==> src/rtl/ex_div_pkg.sv <==
// Shared types and constants for the EX-stage iterative divider.
// The optional early-out path is enabled by defining DIV_EARLY_OUT_EN.
package ex_div_pkg;

  localparam int DIV_XLEN = 32;
  localparam logic [DIV_XLEN-1:0] DIV_OVF_MIN = {1'b1, {(DIV_XLEN-1){1'b0}}};

  // Encoding matches funct3[1:0] of the RV32M divide group.
  typedef enum logic [1:0] {
    DIV  = 2'b00,
    DIVU = 2'b01,
    REM  = 2'b10,
    REMU = 2'b11
  } div_op_t;

  typedef enum logic [1:0] {
    IDLE = 2'b00,
    CALC = 2'b01,
    FIX  = 2'b10,
    DONE = 2'b11
  } div_state_t;

  function automatic logic op_is_rem(input div_op_t o);
    return (o == REM) || (o == REMU);
  endfunction

  function automatic logic op_is_signed(input div_op_t o);
    return (o == DIV) || (o == REM);
  endfunction

endpackage

==> src/rtl/div_step.sv <==
// One radix-2 restoring iteration: shift {rem,quo} left, trial-subtract the
// divisor magnitude, keep the difference and set the quotient LSB on no borrow.
module div_step
  import ex_div_pkg::*;
#(
  parameter int XLEN = 32
) (
  input  logic [XLEN:0]   rem,
  input  logic [XLEN-1:0] quo,
  input  logic [XLEN-1:0] divisor,
  output logic [XLEN:0]   rem_next,
  output logic [XLEN-1:0] quo_next
);

  logic [XLEN+1:0] shifted;
  logic [XLEN+1:0] diff;
  logic            borrow;

  // Carry the full partial remainder into the subtraction so the top bit
  // of diff is a true borrow regardless of operand values.
  assign shifted = {rem, quo[XLEN-1]};
  assign diff    = shifted - {2'b00, divisor};
  assign borrow  = diff[XLEN+1];

  always_comb begin
    rem_next = shifted[XLEN:0];
    quo_next = {quo[XLEN-2:0], 1'b0};
    if (!borrow) begin
      rem_next = diff[XLEN:0];
      quo_next = {quo[XLEN-2:0], 1'b1};
    end
  end

endmodule

==> src/rtl/ex_div_seq.sv <==
// Iterative RV32M DIV/DIVU/REM/REMU sequencer beside the EX-stage ALU.
// Defining DIV_EARLY_OUT_EN completes |dividend| < |divisor| ops in one cycle.
module ex_div_seq
  import ex_div_pkg::*;
#(
  parameter int XLEN  = 32,
  parameter int CNT_W = $clog2(XLEN)
) (
  input  logic            clk,
  input  logic            rst,
  input  logic            start,
  input  logic [1:0]      op,
  input  logic [XLEN-1:0] dividend,
  input  logic [XLEN-1:0] divisor,
  input  logic            flush,
  output logic            stall,
  output logic            done,
  output logic [XLEN-1:0] result
);

  localparam logic [XLEN-1:0] OVF_MIN =
    (XLEN == DIV_XLEN) ? XLEN'(DIV_OVF_MIN) : {1'b1, {(XLEN-1){1'b0}}};

  div_state_t       state_reg;
  div_op_t          op_reg;
  logic             neg_quo_reg;
  logic             neg_rem_reg;
  logic [XLEN:0]    rem_reg;
  logic [XLEN-1:0]  quo_reg;
  logic [XLEN-1:0]  div_reg;
  logic [CNT_W-1:0] cnt_reg;
  logic             done_reg;
  logic [XLEN-1:0]  result_reg;

  div_op_t          op_in;
  logic             a_neg, b_neg;
  logic [XLEN-1:0]  a_mag, b_mag;
  logic             div_zero, ovf, early, special;
  logic [XLEN-1:0]  special_result;
  logic [XLEN:0]    rem_step;
  logic [XLEN-1:0]  quo_step;
  logic [XLEN-1:0]  quo_fix, rem_fix, fix_result;

  assign op_in    = div_op_t'(op);
  assign a_neg    = op_is_signed(op_in) & dividend[XLEN-1];
  assign b_neg    = op_is_signed(op_in) & divisor[XLEN-1];
  assign a_mag    = a_neg ? -dividend : dividend;
  assign b_mag    = b_neg ? -divisor : divisor;
  assign div_zero = (divisor == '0);
  assign ovf      = op_is_signed(op_in) && (dividend == OVF_MIN) && (&divisor);

`ifdef DIV_EARLY_OUT_EN
  assign early = !div_zero && !ovf && (a_mag < b_mag);
`else
  assign early = 1'b0;
`endif

  assign special = div_zero | ovf | early;

  // Results for cases that never enter the iteration.
  always_comb begin
    special_result = '0;
    if (div_zero)
      special_result = op_is_rem(op_in) ? dividend : '1;
    else if (ovf)
      special_result = op_is_rem(op_in) ? '0 : OVF_MIN;
    else
      special_result = op_is_rem(op_in) ? dividend : '0;
  end

  div_step #(.XLEN(XLEN)) u_step (
    .rem      (rem_reg),
    .quo      (quo_reg),
    .divisor  (div_reg),
    .rem_next (rem_step),
    .quo_next (quo_step)
  );

  assign quo_fix    = neg_quo_reg ? -quo_reg : quo_reg;
  assign rem_fix    = neg_rem_reg ? -rem_reg[XLEN-1:0] : rem_reg[XLEN-1:0];
  assign fix_result = op_is_rem(op_reg) ? rem_fix : quo_fix;

  always_ff @(posedge clk or negedge rst) begin
    if (!rst) begin
      state_reg   <= IDLE;
      op_reg      <= DIV;
      neg_quo_reg <= 1'b0;
      neg_rem_reg <= 1'b0;
      rem_reg     <= '0;
      quo_reg     <= '0;
      div_reg     <= '0;
      cnt_reg     <= '0;
      done_reg    <= 1'b0;
      result_reg  <= '0;
    end else begin
      done_reg <= 1'b0;
      if (flush) begin
        state_reg <= IDLE;
      end else begin
        unique case (state_reg)
          IDLE: begin
            if (start) begin
              op_reg      <= op_in;
              neg_quo_reg <= a_neg ^ b_neg;
              neg_rem_reg <= a_neg;
              div_reg     <= b_mag;
              if (special) begin
                result_reg <= special_result;
                done_reg   <= 1'b1;
                state_reg  <= DONE;
              end else begin
                rem_reg   <= '0;
                quo_reg   <= a_mag;
                cnt_reg   <= CNT_W'(XLEN - 1);
                state_reg <= CALC;
              end
            end
          end
          CALC: begin
            rem_reg <= rem_step;
            quo_reg <= quo_step;
            if (cnt_reg == '0)
              state_reg <= FIX;
            else
              cnt_reg <= cnt_reg - 1'b1;
          end
          FIX: begin
            result_reg <= fix_result;
            done_reg   <= 1'b1;
            state_reg  <= DONE;
          end
          DONE: state_reg <= IDLE;
          default: state_reg <= IDLE;
        endcase
      end
    end
  end

  // Low in DONE so the pipeline advances while it consumes result.
  assign stall  = (state_reg == IDLE && start && !flush) ||
                  (state_reg == CALC) || (state_reg == FIX);
  assign done   = done_reg;
  assign result = result_reg;

endmodule

==> config.mk <==
export PLATFORM = sky130hd
export DESIGN_NAME = ex_div_seq
export DESIGN_NICKNAME = d
export VERILOG_FILES = /design/src/rtl/ex_div_pkg.sv /design/src/rtl/div_step.sv /design/src/rtl/ex_div_seq.sv
export SDC_FILE = /design/constraint.sdc
export NUM_CORES = 1
export LEC_CHECK = 0
export ABC_AREA = 1
export BUFFER_PORTS_ARGS = -buffer_cell sky130_fd_sc_hd__buf_2
export CAP_MARGIN = 30
export CORE_ASPECT_RATIO = 1.1
export CORE_MARGIN = 2
export CORE_UTILIZATION = 35
export CTS_CLUSTER_SIZE = 14
export DETAILED_ROUTE_END_ITERATION = 7
export PLACE_DENSITY_LB_ADDON = 0.12
export SYNTH_ARGS = -nofsm -noshare
export SYNTH_HDL_FRONTEND = slang
export SYNTH_HIERARCHICAL = 1
export SYNTH_SLANG_ARGS = --single-unit
==> constraint.sdc <==
create_clock -name clk -period 6.1 [get_ports clk]
set_input_delay 1.22 -clock clk [delete_from_list [all_inputs] [get_ports clk]]
set_output_delay 1.22 -clock clk [all_outputs]
set_load 0.1 [all_outputs]
==> metrics.txt <==
clock slew at reported path FFs 0.07 ns; initial antenna violation count 1; syn_nets 2,524; diode count 0; critical path startpoint category flip-flop; # port buffers 103; num rows 77; cts repair resizes 0; die area 42,600 um^2; number of flip-flops under the largest register name 33; I/O pin total 104; Hold Crit Depth 2; clock skew 0.00892 ns; remaining antenna violation count 0; GRT Resource Usage Total 0.251; dpl cell area 14,900 um^2; worst reg2reg path startpoint state_reg[1]$_DFFE_PN0P_; register area 3500 um^2; CP arrival 2.70 ns; Pre-Repair DR Iteration Count 5; met1 usage 0.335; number of hold violations in the final report 0; pwr/cell area 645 nW/um^2; Tightest Pin Transition 1.00 ns; worst r2r dst rem_reg[18]$_DFFE_PN0P_; GR Util met2 0.433; max-slew violations 0; multi-input logic area 8870 um^2; # DRC 0; leakage power 8.30 nW; largest net degree at the start of global routing 88; hold endpoint result[29]$_DFFE_PN0P_; Post-Syn Area 14,300 um^2; max cap viols 0; total CTS buffers 17; design area 15,500 um^2; Chip Height 216 um; setup TNS 0 ns; worst-skew pair later-pin latency 0.46 ns; grt met3 use 0.0240; CTS tree yes; Setup Fix Bufs, Post-CTS 0; Final GP Congestion 0.907; 1st-iter DRT viols 1,055; yosys warns 6; r2r setup slk 2.73 ns; CP Max Fanout 60; grt ovf 0; CTS Root Cell clkbuf_16; crit path time final 3.92 ns; Period Utilization, post-route 0.643; status finished, final reports clean; Sinks on Clock Net 140; Post-CTS Hold Buffers 0; nets 2,544; EDFF count, synth 0; ys async rst share 1.00; Seq/Total Area, Yosys 0.244; via density per instance 5.07; ys flop type dfrtp_1; final WL 52,300 um; VDD IR max 271 uV; core area 40,300 um^2; R2R depth 10; f_max 255 MHz; Clock Path Buffers 2; hpwl dp 41,400 um; RSZ-0062 raised after global routing no; hold_sp result[29]$_DFFE_PN0P_; DR vias 15,000; Hold Crit Class reg2reg; share of layout cells above drive strength 1 0.0937; first-pass GRT wire length 82,600 um; most frequent cells in the layout nand2_1, inv_1, nand3_1; area grow syn2layout 7.95%; nature of the critical path endpoint output port; busiest grt layer met2; layout filler cell count 4,590; vias in the first global route 14,500; final setup vio count 0; Unique masters post-synth 48; Synth Area per Inst 5.95 um^2; die span in x 197 um; Slew headroom 0.330; Initial Util 0.356; H-tree depth 4; register bit count reported by yosys 140; commonest non-fill, non-tap cell in the layout nand2_1; Crit path required time 4.88 ns; Post-Syn Instances 2,411; critical path class reg2out; routed len/inst 17.7 um
-- report_power, final --
group,switching (mW),total [mW],internal [mW]
Combinational,5.08,7.06,1.98
Clock,0.504,1.09,0.586
Sequential,0.504,1.84,1.34
-- cells in the mapped netlist (22+ instances only) --
| library cell | n | area share |
|---|---|---|
| o21ai_0 | 104 | 0.036 |
| dfrtp_1 | 140 | 0.24 |
| inv_1 | 320 | 0.084 |
| nand2_2 | 22 | 0.0096 |
| nand2_1 | 760 | 0.20 |
| clkbuf_1 | 37 | 0.0097 |
| buf_4 | 41 | 0.021 |
| xor2_1 | 47 | 0.029 |
| o21ai_1 | 54 | 0.019 |
| nand3_1 | 307 | 0.11 |
| nor2_1 | 241 | 0.063 |
| nand4_1 | 35 | 0.015 |
| a21oi_1 | 81 | 0.028 |
| ha_1 | 42 | 0.037 |
-- critical path, stage by stage (launching register included) --
cell	delay (ns)
dfrtp_1	0.38
inv_1	0.10
ha_2	0.17
buf_4	0.60
inv_1	0.08
buf_4	0.29
nand3_1	0.14
buf_2	0.45
-- worst max path at each step --
stage / end / cells after the start / startpoint
3_5_place_dp: result[12]$_DFFE_PN0P_ / 12 / dividend[30]
5_1_grt: stall / 7 / state_reg[1]$_DFFE_PN0P_
2_1_floorplan: stall / 5 / start
3_3_place_gp: result[31]$_DFFE_PN0P_ / 13 / dividend[30]
6_report: stall / 7 / state_reg[1]$_DFFE_PN0P_
4_1_cts: stall / 7 / state_reg[1]$_DFFE_PN0P_
-- kinds of logic after synthesis --
family,after synthesis,synth area share
AOI/OAI and AO/OA,277,0.105
xor gates and xnor gates,54,0.0330
adders and majority gates,43,0.0380
buffers and inverters,444,0.139
DFF,140,0.244
muxes,15,0.0105
and+or+nand+nor,1438,0.431
-- routing by layer --
metal | routed length, um | up-vias
met3 | 1670 | 43
met1 | 24300 | 6980
met2 | 25400 | 280
li1 | - | 7686
met4 | 973 | 0
met5 | 0 | -
-- through the flow --
stage	hold slack, ns	power (mW)	setup WS, ns	utilization	cells
5_1_grt	0.500	11.0	2.03	0.384	2957
3_3_place_gp	0.468	8.80	1.86	0.369	2924
4_1_cts	0.486	9.99	2.15	0.384	2957
3_5_place_dp	0.469	8.84	1.83	0.370	2925
6_report	0.480	9.99	2.18	0.384	2957
2_1_floorplan	0.449	7.18	2.29	-	2411
-- final cells by class --
class                      instances  share of cell area
inverter                         329              0.0798
clock buffer                      17              0.0275
tap                              513              0.0415
sequential                       140               0.226
multi-input combinational       1827               0.573
clock inverter                    15              0.0110
timing repair buffer             116              0.0413
(Power assumes the default switching activity.)
